[config.mk]
export PLATFORM = sky130hd
export DESIGN_NAME = frog_mover_flat
export DESIGN_NICKNAME = d
export VERILOG_FILES = /design/src/rtl/frogger_pkg.sv /design/src/rtl/frog_mover_if.sv /design/src/rtl/key_edge.sv /design/src/rtl/frog_mover.sv /design/src/flat_wrapper.sv
export SDC_FILE = /design/constraint.sdc
export NUM_CORES = 1
export LEC_CHECK = 0
export CORE_AREA = 5 5 113 62
export DETAILED_ROUTE_END_ITERATION = 10
export DIE_AREA = 0 0 118 67
export GPL_TIMING_DRIVEN = 0
export MAX_ROUTING_LAYER = met4
export PLACE_DENSITY = 0.58
export SYNTH_ARGS = -nofsm -noshare
export SYNTH_HDL_FRONTEND = slang
export SYNTH_SLANG_ARGS = --single-unit
[constraint.sdc]
create_clock -name clk -period 1.99 [get_ports clk]
set_input_delay 0.199 -clock clk [delete_from_list [all_inputs] [get_ports clk]]
set_output_delay 0.199 -clock clk [all_outputs]
set_load 0.02 [all_outputs]
[src/rtl/frogger_pkg.sv]
// Shared types and constants for the Frogger player-side logic.
package frogger_pkg;

  localparam int         GRID_W  = 8;
  localparam int         GRID_H  = 8;
  localparam logic [2:0] TOP_ROW = 3'd7;

  // Controller states.
  typedef enum logic [1:0] {
    PLAY,
    HOLD,
    RESPAWN,
    OVER
  } state_t;

  // Decoded move event after priority selection.
  typedef enum logic [2:0] {
    NONE,
    UP,
    DOWN,
    LEFT,
    RIGHT
  } move_t;

  function automatic int max_int(input int a, input int b);
    return (a > b) ? a : b;
  endfunction

endpackage

[src/rtl/frog_mover_if.sv]
// Link between the frog controller and the score counter.
//
// Handshake: there is no back-pressure. `up` is a single-cycle strobe that
// the counter must take in the cycle it is high; `finalRow` is qualified by
// `up` (it still shows the pre-move column when the frog leaves row 7).
// `resetEverything` is a single-cycle restart strobe from the counter.
interface frog_mover_if;
  import frogger_pkg::*;

  logic              up;
  logic [GRID_W-1:0] finalRow;
  logic              resetEverything;

  modport master (output up, output finalRow, input resetEverything);
  modport slave  (input up, input finalRow, output resetEverything);

endinterface

[src/rtl/key_edge.sv]
// Two-flop synchronizer plus registered rising-edge detector for one button.
module key_edge (
  input  logic clk,
  input  logic reset,
  input  logic key,
  output logic evt
);

  logic sync1;
  logic sync2;
  logic prev;

  // Synchronize the raw button and emit a one-cycle pulse per rising edge.
  always_ff @(posedge clk or posedge reset) begin
    if (reset) begin
      sync1 <= 1'b0;
      sync2 <= 1'b0;
      prev  <= 1'b0;
      evt   <= 1'b0;
    end else begin
      sync1 <= key;
      sync2 <= sync1;
      prev  <= sync2;
      evt   <= sync2 & ~prev;
    end
  end

endmodule

[src/rtl/frog_mover.sv]
// Frog position, lives and respawn controller; drives the counter's up/finalRow.
module frog_mover
  import frogger_pkg::*;
#(
  parameter int HOLD_CYCLES    = 4,
  parameter int RESPAWN_CYCLES = 8,
  parameter int LIVES          = 3,
  parameter int START_COL      = 3
) (
  input  logic                       clk,
  input  logic                       reset,
  input  logic                       key_up,
  input  logic                       key_down,
  input  logic                       key_left,
  input  logic                       key_right,
  input  logic                       collision,
  frog_mover_if.master               score,
  output logic [$clog2(GRID_H)-1:0]  frog_row,
  output logic [GRID_W-1:0]          frog_col,
  output logic                       frog_visible,
  output logic [2:0]                 lives_left,
  output logic                       game_over,
  output state_t                     state_dbg
);

  localparam int                CNT_W     = $clog2(max_int(HOLD_CYCLES, RESPAWN_CYCLES) + 1);
  localparam logic [CNT_W-1:0]  HOLD_LAST = CNT_W'(HOLD_CYCLES - 1);
  localparam logic [CNT_W-1:0]  RESP_LAST = CNT_W'(RESPAWN_CYCLES - 1);
  localparam logic [2:0]        LIVES_INI = 3'(LIVES);
  localparam logic [GRID_W-1:0] START_OH  = {{(GRID_W-1){1'b0}}, 1'b1} << START_COL;

  logic ev_up, ev_down, ev_left, ev_right;

  key_edge u_key_up    (.clk(clk), .reset(reset), .key(key_up),    .evt(ev_up));
  key_edge u_key_down  (.clk(clk), .reset(reset), .key(key_down),  .evt(ev_down));
  key_edge u_key_left  (.clk(clk), .reset(reset), .key(key_left),  .evt(ev_left));
  key_edge u_key_right (.clk(clk), .reset(reset), .key(key_right), .evt(ev_right));

  move_t             move;
  state_t            state, state_n;
  logic [2:0]        row, row_n;
  logic [GRID_W-1:0] col, col_n;
  logic [2:0]        lives, lives_n;
  logic [CNT_W-1:0]  cnt, cnt_n;
  logic              up_c;
  logic              hit;

  // Pick one event per cycle: up beats down beats left beats right.
  always_comb begin
    move = NONE;
    if (ev_up)         move = UP;
    else if (ev_down)  move = DOWN;
    else if (ev_left)  move = LEFT;
    else if (ev_right) move = RIGHT;
  end

  // Collisions only count while the frog is live on the grid.
  assign hit = collision && ((state == PLAY) || (state == HOLD));

  // State, position, lives and hold/respawn counter registers.
  always_ff @(posedge clk or posedge reset) begin
    if (reset) begin
      state <= PLAY;
      row   <= 3'd0;
      col   <= START_OH;
      lives <= LIVES_INI;
      cnt   <= '0;
    end else begin
      state <= state_n;
      row   <= row_n;
      col   <= col_n;
      lives <= lives_n;
      cnt   <= cnt_n;
    end
  end

  // Next-state logic: restart, then collision, then per-state behaviour.
  always_comb begin
    state_n = state;
    row_n   = row;
    col_n   = col;
    lives_n = lives;
    cnt_n   = cnt;
    up_c    = 1'b0;
    if (score.resetEverything) begin
      state_n = PLAY;
      row_n   = 3'd0;
      col_n   = START_OH;
      lives_n = LIVES_INI;
      cnt_n   = '0;
    end else if (hit) begin
      lives_n = lives - 3'd1;
      row_n   = 3'd0;
      col_n   = START_OH;
      cnt_n   = '0;
      state_n = (lives == 3'd1) ? OVER : RESPAWN;
    end else begin
      case (state)
        PLAY: begin
          case (move)
            UP: begin
              up_c    = 1'b1;
              state_n = HOLD;
              cnt_n   = '0;
              if (row == TOP_ROW) begin
                row_n = 3'd0;
                col_n = START_OH;
              end else begin
                row_n = row + 3'd1;
              end
            end
            DOWN: begin
              if (row != 3'd0) begin
                row_n   = row - 3'd1;
                state_n = HOLD;
                cnt_n   = '0;
              end
            end
            LEFT: begin
              if (!col[0]) begin
                col_n   = col >> 1;
                state_n = HOLD;
                cnt_n   = '0;
              end
            end
            RIGHT: begin
              if (!col[GRID_W-1]) begin
                col_n   = col << 1;
                state_n = HOLD;
                cnt_n   = '0;
              end
            end
            default: ;
          endcase
        end
        HOLD: begin
          if (cnt == HOLD_LAST) begin
            state_n = PLAY;
            cnt_n   = '0;
          end else begin
            cnt_n = cnt + CNT_W'(1);
          end
        end
        RESPAWN: begin
          if (cnt == RESP_LAST) begin
            state_n = PLAY;
            cnt_n   = '0;
          end else begin
            cnt_n = cnt + CNT_W'(1);
          end
        end
        OVER: ;
        default: state_n = PLAY;
      endcase
    end
  end

  assign score.up       = up_c;
  assign score.finalRow = (row == TOP_ROW) ? col : '0;
  assign frog_row       = row;
  assign frog_col       = col;
  assign frog_visible   = (state != RESPAWN) && (state != OVER);
  assign lives_left     = lives;
  assign game_over      = (state == OVER);
  assign state_dbg      = state;

endmodule
[src/flat_wrapper.sv]
// flat-port wrapper written by rule: the top's interface ports become plain ports
module frog_mover_flat import frogger_pkg::*;
#(
  parameter int HOLD_CYCLES    = 4,
  parameter int RESPAWN_CYCLES = 8,
  parameter int LIVES          = 3,
  parameter int START_COL      = 3
)
  (clk, reset, key_up, key_down, key_left, key_right, collision, frog_row, frog_col, frog_visible, lives_left, game_over, state_dbg, score_up, score_finalRow, score_resetEverything);
  frog_mover_if score_i ();
  input  logic clk;
  input  logic reset;
  input  logic key_up;
  input  logic key_down;
  input  logic key_left;
  input  logic key_right;
  input  logic collision;
  output logic [$clog2(GRID_H)-1:0] frog_row;
  output logic [GRID_W-1:0] frog_col;
  output logic frog_visible;
  output logic [2:0] lives_left;
  output logic game_over;
  output state_t state_dbg;
  output wire logic [$bits(score_i.up)-1:0] score_up;
  output wire logic [$bits(score_i.finalRow)-1:0] score_finalRow;
  input wire logic [$bits(score_i.resetEverything)-1:0] score_resetEverything;
  assign score_up = score_i.up;
  assign score_finalRow = score_i.finalRow;
  assign score_i.resetEverything = score_resetEverything;
  frog_mover #(.HOLD_CYCLES(HOLD_CYCLES), .RESPAWN_CYCLES(RESPAWN_CYCLES), .LIVES(LIVES), .START_COL(START_COL)) u_core (.clk(clk), .reset(reset), .key_up(key_up), .key_down(key_down), .key_left(key_left), .key_right(key_right), .collision(collision), .score(score_i), .frog_row(frog_row), .frog_col(frog_col), .frog_visible(frog_visible), .lives_left(lives_left), .game_over(game_over), .state_dbg(state_dbg));
endmodule
# Word level (Yosys, flattened, before mapping)

Cells that the tools add are included.

Reductions and logical operators: 16
Bitwise operators: 8
Equality and inequality tests: 23
Muxes and demuxes: 43
Add/sub/neg operators: 4

Operators by type and width:

| cell                  | count |
|---|---|
| $mux W8               | 7 |
| $mux W3               | 11 |
| $mux W4               | 7 |
| $pmux W8 S3           | 1 |
| $pmux W4 S4           | 1 |
| $mux W2               | 7 |
| $ne A4 B2 Y1 const B  | 3 |
| $pmux W4 S3           | 1 |
| $ne A5 B5 Y1 const B  | 2 |
| $reduce_and A5 Y1     | 2 |
| $reduce_bool A5 Y1    | 2 |
| $ne A4 B4 Y1 const B  | 2 |
| $pmux W2 S4           | 1 |
| $reduce_and A4 Y1     | 2 |
| $ne A7 B6 Y1 const B  | 1 |
| $reduce_and A7 Y1     | 1 |
| $eq A3 B1 Y1 const B  | 2 |
| $eq A3 B2 Y1 const B  | 2 |
| $eq A3 B3 Y1 const B  | 2 |
| $pmux W2 S3           | 1 |
| $pmux W3 S2           | 1 |
| $reduce_bool A3 Y1    | 2 |
| $sub A3 B1 Y3 const B | 2 |
| $mux W1               | 5 |
| other kinds (17)      | 26 |

Logic and storage cells: 117
Bits of input ports: 8
Flip-flop bits (word level): 36
Output and inout port bits: 27

# Logic depth before layout (Yosys ltp)

Gate-level depths: netlist (run 1).

Depth in word-level cells: 9
Mapped depth: 8

# Hierarchy

From an unflattened synthesis (run 1), not the netlist that was laid out.

Cell total of the unflattened synthesis: 176
Area total of the unflattened synthesis: 1,869.3 um^2

Modules (own cells, without submodules):

| module     | area an instance (um^2) | times used | seq. area each (um^2) | cells each |
|---|---|---|---|---|
| frog_mover | 1,398.8                 | 1          | 504.2                 | 152 |
| key_edge   | 117.6                   | 4          | 100.1                 | 6 |

# Worst setup path after synthesis (run 1)

No wires, ideal clock.

Kind: flip-flop to flip-flop
Start: reg u_core.state[0] (netlist: u_core.state_dbg[0])
End: reg u_core.state[0] (netlist: u_core.state_dbg[0])
Stages on the path, launching flop included: 8
Setup time: 0.135 ns
Slack: -0.102 ns
Period minus slack after synthesis: 2.092 ns
Data required time: 1.855 ns
Arrival: 1.957 ns
Path through: dfrtp_1 -> inv_1 -> ha_1 -> clkbuf_1 -> or3_1 -> a21oi_1 -> o21a_4 -> o211ai_1

Cells in the longest elaborated chain, start to end: 5
Elaborated cells between the ends (all ways): 16
Those cells by class: 8 x eq/ne; 3 x mux; 5 x reduce/logical

Ends and longest elaborated chain:

| element                                                | line                               | source |
|---|---|---|
| start: declaration                                     | frog_mover.sv:40                   | `state_t state, state_n;` |
| start signal: assignment                               | frog_mover.sv:69                   | `state <= state_n;` |
| $eq A2 B1 Y1 or $logic_not A2 Y1 (tied branches)       | frog_mover.sv:58, frog_mover.sv:98 |  |
| $logic_or A1 B1 Y1                                     | frog_mover.sv:58                   | `assign hit = collision && ((state == PLAY) \|\| (state == HOLD));` |
| $logic_and A1 B1 Y1                                    | frog_mover.sv:58                   |  |
| $ne A7 B6 Y1 (no line), or another cell as far along   | -                                  |  |
| $reduce_and A7 Y1 (no line) or $mux W2 (tied branches) | -                                  |  |

Several ways; a longest one is shown, not always the timed one.
A chain may end at the register's enable or synchronous reset.

# Final worst setup path (run 1)

Start: reg u_core.state[1] (netlist: u_core.state_dbg[1])
End: reg u_core.cnt[2]

Cells in the longest elaborated chain, start to end: 5
Elaborated cells between the ends (all ways): 14
Those cells by class: 6 x eq/ne; 3 x mux; 5 x reduce/logical

Ends and longest elaborated chain:

| element                                                | line                               | source |
|---|---|---|
| $eq A2 B1 Y1 or $logic_not A2 Y1 (tied branches)       | frog_mover.sv:58, frog_mover.sv:98 |  |
| $logic_or A1 B1 Y1                                     | frog_mover.sv:58                   |  |
| $logic_and A1 B1 Y1                                    | frog_mover.sv:58                   |  |
| $ne A7 B6 Y1 (no line), or another cell as far along   | -                                  |  |
| $reduce_and A5 Y1 (no line) or $mux W4 (tied branches) | -                                  |  |
| end signal: assignment                                 | frog_mover.sv:73                   | `cnt <= cnt_n;` |
| end: declaration                                       | frog_mover.sv:44                   | `logic [CNT_W-1:0] cnt, cnt_n;` |

Several ways; a longest one is shown, not always the timed one.

==> impl_metrics.env, run 1 <==
export IMPL_end_kind="flip-flop"
export IMPL_synth_top_area_frac=0.416
export IMPL_startpoint_type="flip-flop"
export IMPL_viasPerCell=4.90
export IMPL_clkLatencyLatePin_ns=0.28
export IMPL_path_max_fanout=6
export IMPL_syn_to_final_growth_pct=34.7
export IMPL_worst_hold_path_endpoint="u_core.u_key_up.sync2"
export IMPL_switchingPower_uw=865
export IMPL_port_buffers=34
export IMPL_numCtsBuffers=5
export IMPL_maxCapViolCount=0
export IMPL_dieArea_um2=7910
export IMPL_synthFlopType="dfrtp_1"
export IMPL_synthTopCellsByArea="dfrtp_1 (42%), ha_1 (6.9%), dfstp_2 (4.0%)"
export IMPL_crit_type="flip-flop to flip-flop"
export IMPL_grt_max_degree=37
export IMPL_clkPwrFrac=0.340
export IMPL_ys_ff_latch=36
export IMPL_root_buffer="clkbuf_16"
export IMPL_finalHoldViolCount=0
export IMPL_drc=0
export IMPL_grt_overflow_total=0
export IMPL_final_nets=259
export IMPL_cts_sinks=36
export IMPL_synth_most_common_cell="dfrtp_1"
export IMPL_place_gp_congestion=0.817
export IMPL_max_stage_delay_ns=0.43
export IMPL_drv_slew=0
export IMPL_first_global_vias=1566
export IMPL_synth_common_cells="dfrtp_1 (33), inv_1 (19), nand2_1 (19)"
export IMPL_power_density_nw_per_um2=993
export IMPL_p_sw_frac=0.325
export IMPL_drive_above_1_share=0.178
export IMPL_power_internal_mw=1.79
export IMPL_worstReg2RegStart="u_core.state_dbg[1]"
export IMPL_placed_area_um2=2430
export IMPL_path_cells="buf_4 -> ha_1 -> or3_1 -> a21oi_4 -> o21a_4 -> o21ai_0"
export IMPL_final_fill_count=581
export IMPL_diodes=0
export IMPL_core_um2=5860
export IMPL_syn_num_nets=214
export IMPL_finalCritPeriodShare=0.963
export IMPL_synth_top_cell_by_area="dfrtp_1"
export IMPL_finalNonFillerCells=318
export IMPL_synth_async_reset_ratio=1.00
export IMPL_dp_slack_ns=-0.711
export IMPL_power_frac_seq=0.324
export IMPL_io_pins=35
export IMPL_power_frac_comb=0.336
export IMPL_cp_slowest_cell="dfrtp_2"
export IMPL_outcome="finished clean"
export IMPL_whs_ns=0.346
export IMPL_synth_edf_count=0
export IMPL_grt_total_usage=0.131
export IMPL_clk_pin_slew_ns=0.06
export IMPL_design_area_um2=2680
export IMPL_setup_viol=0
export IMPL_final_util=0.457
export IMPL_rr_worst_depth=6
export IMPL_placed_cells=306
export IMPL_layout_setup_ws_ns=0.0742
export IMPL_ant_nets=0
export IMPL_ys_warn_count=0
export IMPL_setup_tns_ns=0
export IMPL_period_needed_ns=1.92
export IMPL_p_leak_nw=1.15
export IMPL_cts_tree="built"
export IMPL_grt_pass1_wl_um=7890
export IMPL_htree_num_levels=2
export IMPL_timing_fmax_mhz=522
export IMPL_dieWidth_um=118
export IMPL_rsz0062_at_grt="no"
export IMPL_min_from="u_core.u_key_up.sync1"
export IMPL_rrSetupSlack_ns=0.07
export IMPL_vias=1557
export IMPL_syn_area_per_cell_um2=10.2
export IMPL_syn_instance_count=195
export IMPL_clk_path_buf_depth=2
export IMPL_tightest_slew_ns=0.756
export IMPL_slew_limit_headroom=0.495
export IMPL_wirelength_um=4630
export IMPL_hold_depth=0
export IMPL_finalPower_mw=2.66
export IMPL_drtPass1Iterations=4
export IMPL_fin_skew_ns=0.00500
export IMPL_initial_utilization=0.339
export IMPL_worstPathArrival_ns=2.06
export IMPL_synth_cell_area_um2=1990
export IMPL_vdd_drop_max_uv=388
export IMPL_crit_required_ns=2.13
export IMPL_hpwlAfterDp_um=3320
export IMPL_yosysSeqAreaShare=0.455
export IMPL_rr_endpoint="u_core.cnt[2]"
export IMPL_die_y_um=67
export IMPL_first_iter_violations=102
export IMPL_yosysUniqueCellTypes=49
export IMPL_num_rows=20
export IMPL_grt_antenna_before_repair=0
export IMPL_wl_per_cell_um=14.6
export IMPL_hold_path_class="flip-flop to flip-flop"
## critical path, delay by kind of cell (launching register included)
| kind | cells | cell delay (ns) |
|---|---|---|
| AND/OR/NAND/NOR | 1 | 0.43 |
| adder cells (fa/ha/maj) | 1 | 0.24 |
| flip-flops | 1 | 0.43 |
| AO/OA/AOI/OAI | 3 | 0.54 |
| buffers and inverters | 1 | 0.14 |
## layout make-up
type / instances / area (um2) / area share
Clock buffer: 5 / 125 / 0.0468
Buffer: 3 / 27.5 / 0.0103
Inverter: 19 / 71.3 / 0.0266
Multi-Input combinational cell: 135 / 1030 / 0.386
Timing Repair Buffer: 40 / 369 / 0.138
Clock inverter: 3 / 46.3 / 0.0173
Tap cell: 77 / 96.3 / 0.0360
Sequential cell: 36 / 907 / 0.339
## power groups by stage
stage          registers [mW]  clock network, mW  logic [mW]
5_1_grt                 0.873              0.962       0.974
3_3_place_gp            0.874                  0       0.761
6_report                0.862              0.903       0.894
4_1_cts                 0.862              0.933       0.847
2_1_floorplan           0.898                  0       0.489
3_5_place_dp            0.874                  0       0.764
## flip-flops by register name, indices dropped and copies added, names as in the netlist
| signal | count |
|---|---|
| u_core.u_key_up.sync2 | 1 |
| u_core.u_key_left.sync2 | 1 |
| u_core.lives_left | 3 |
| u_core.u_key_up.evt | 1 |
| u_core.u_key_down.sync2 | 1 |
| u_core.u_key_down.sync1 | 1 |
| u_core.u_key_down.evt | 1 |
| u_core.cnt | 4 |
| u_core.frog_col | 8 |
| u_core.u_key_left.prev | 1 |
| u_core.u_key_up.prev | 1 |
| u_core.u_key_right.sync1 | 1 |
| u_core.u_key_down.prev | 1 |
| u_core.u_key_right.evt | 1 |
| u_core.u_key_up.sync1 | 1 |
| u_core.u_key_right.prev | 1 |
| u_core.u_key_left.sync1 | 1 |
| u_core.state_dbg | 2 |
| u_core.u_key_left.evt | 1 |
| u_core.frog_row | 3 |
| u_core.u_key_right.sync2 | 1 |
## routing by layer
| metal | vias to the layer above | wire length, um | global-route usage |
|---|---|---|---|
| li1 | 781 | - | - |
| met2 | 40 | 1740 | 0.168 |
| met4 | 0 | 31 | 0.0472 |
| met1 | 734 | 2610 | 0.186 |
| met3 | 2 | 248 | 0.0450 |
| met5 | - | 0 | - |
## logic make-up (layout without fill, tap and decap cells)
logic type,Yosys count,after routing,synth area share
buffers and inverters,24,70,0.0535
flip-flops,36,36,0.455
AO/OA/AOI/OAI,42,42,0.169
adder cells (fa/ha/maj),11,11,0.0693
multiplexers,6,6,0.0302
XOR/XNOR,3,3,0.0132
AND/OR/NAND/NOR,73,73,0.209
## layout by cell type, fill, tap and decap left out, drive strengths merged, types with 6 or more instances in the layout
cell type / n
ha: 11
dlygate4sd2: 9
dfrtp: 33
inv: 20
clkdlybuf4s50: 24
nand2: 19
o21ai: 12
nor2b: 7
mux2i: 6
nor2: 8
and2: 8
buf: 10
o211ai: 8
nand3: 8
## worst max-delay path by stage
stage	startpoint	end	slack [ns]	cells after the start
4_1_cts	u_core.state_dbg[1]	score_up	-0.09	6
5_1_grt	u_core.state_dbg[1]	u_core.cnt[2]	0.0009	6
2_1_floorplan	u_core.state_dbg[0]	u_core.frog_row[0]	0.05	7
3_3_place_gp	u_core.state_dbg[0]	score_up	-0.69	7
6_report	u_core.state_dbg[1]	u_core.cnt[2]	0.07	6
3_5_place_dp	u_core.state_dbg[0]	score_up	-0.71	7
## repair_timing
action                                  CTS  global route
gates cloned                              0             0
resized for setup                        20             6
endpoints found under the setup margin   25            10
hold buffers                              0             0
buffers inserted                          3             3
pin swaps                                 1             1
No activity file was read; power rests on OpenSTA's default activity.
==> run 2: changes to the inputs <==
- CTS_CLUSTER_SIZE: not set -> 25
==> results of run 2 <==
No change in the layout: final DEF, timing and power equal those of run 1.
==> run 3: changes to the inputs <==
- SLEW_MARGIN: not set -> 5
- TNS_END_PERCENT: not set -> 20
==> results of run 3 <==
No change in the layout: final DEF, timing and power equal those of run 1.
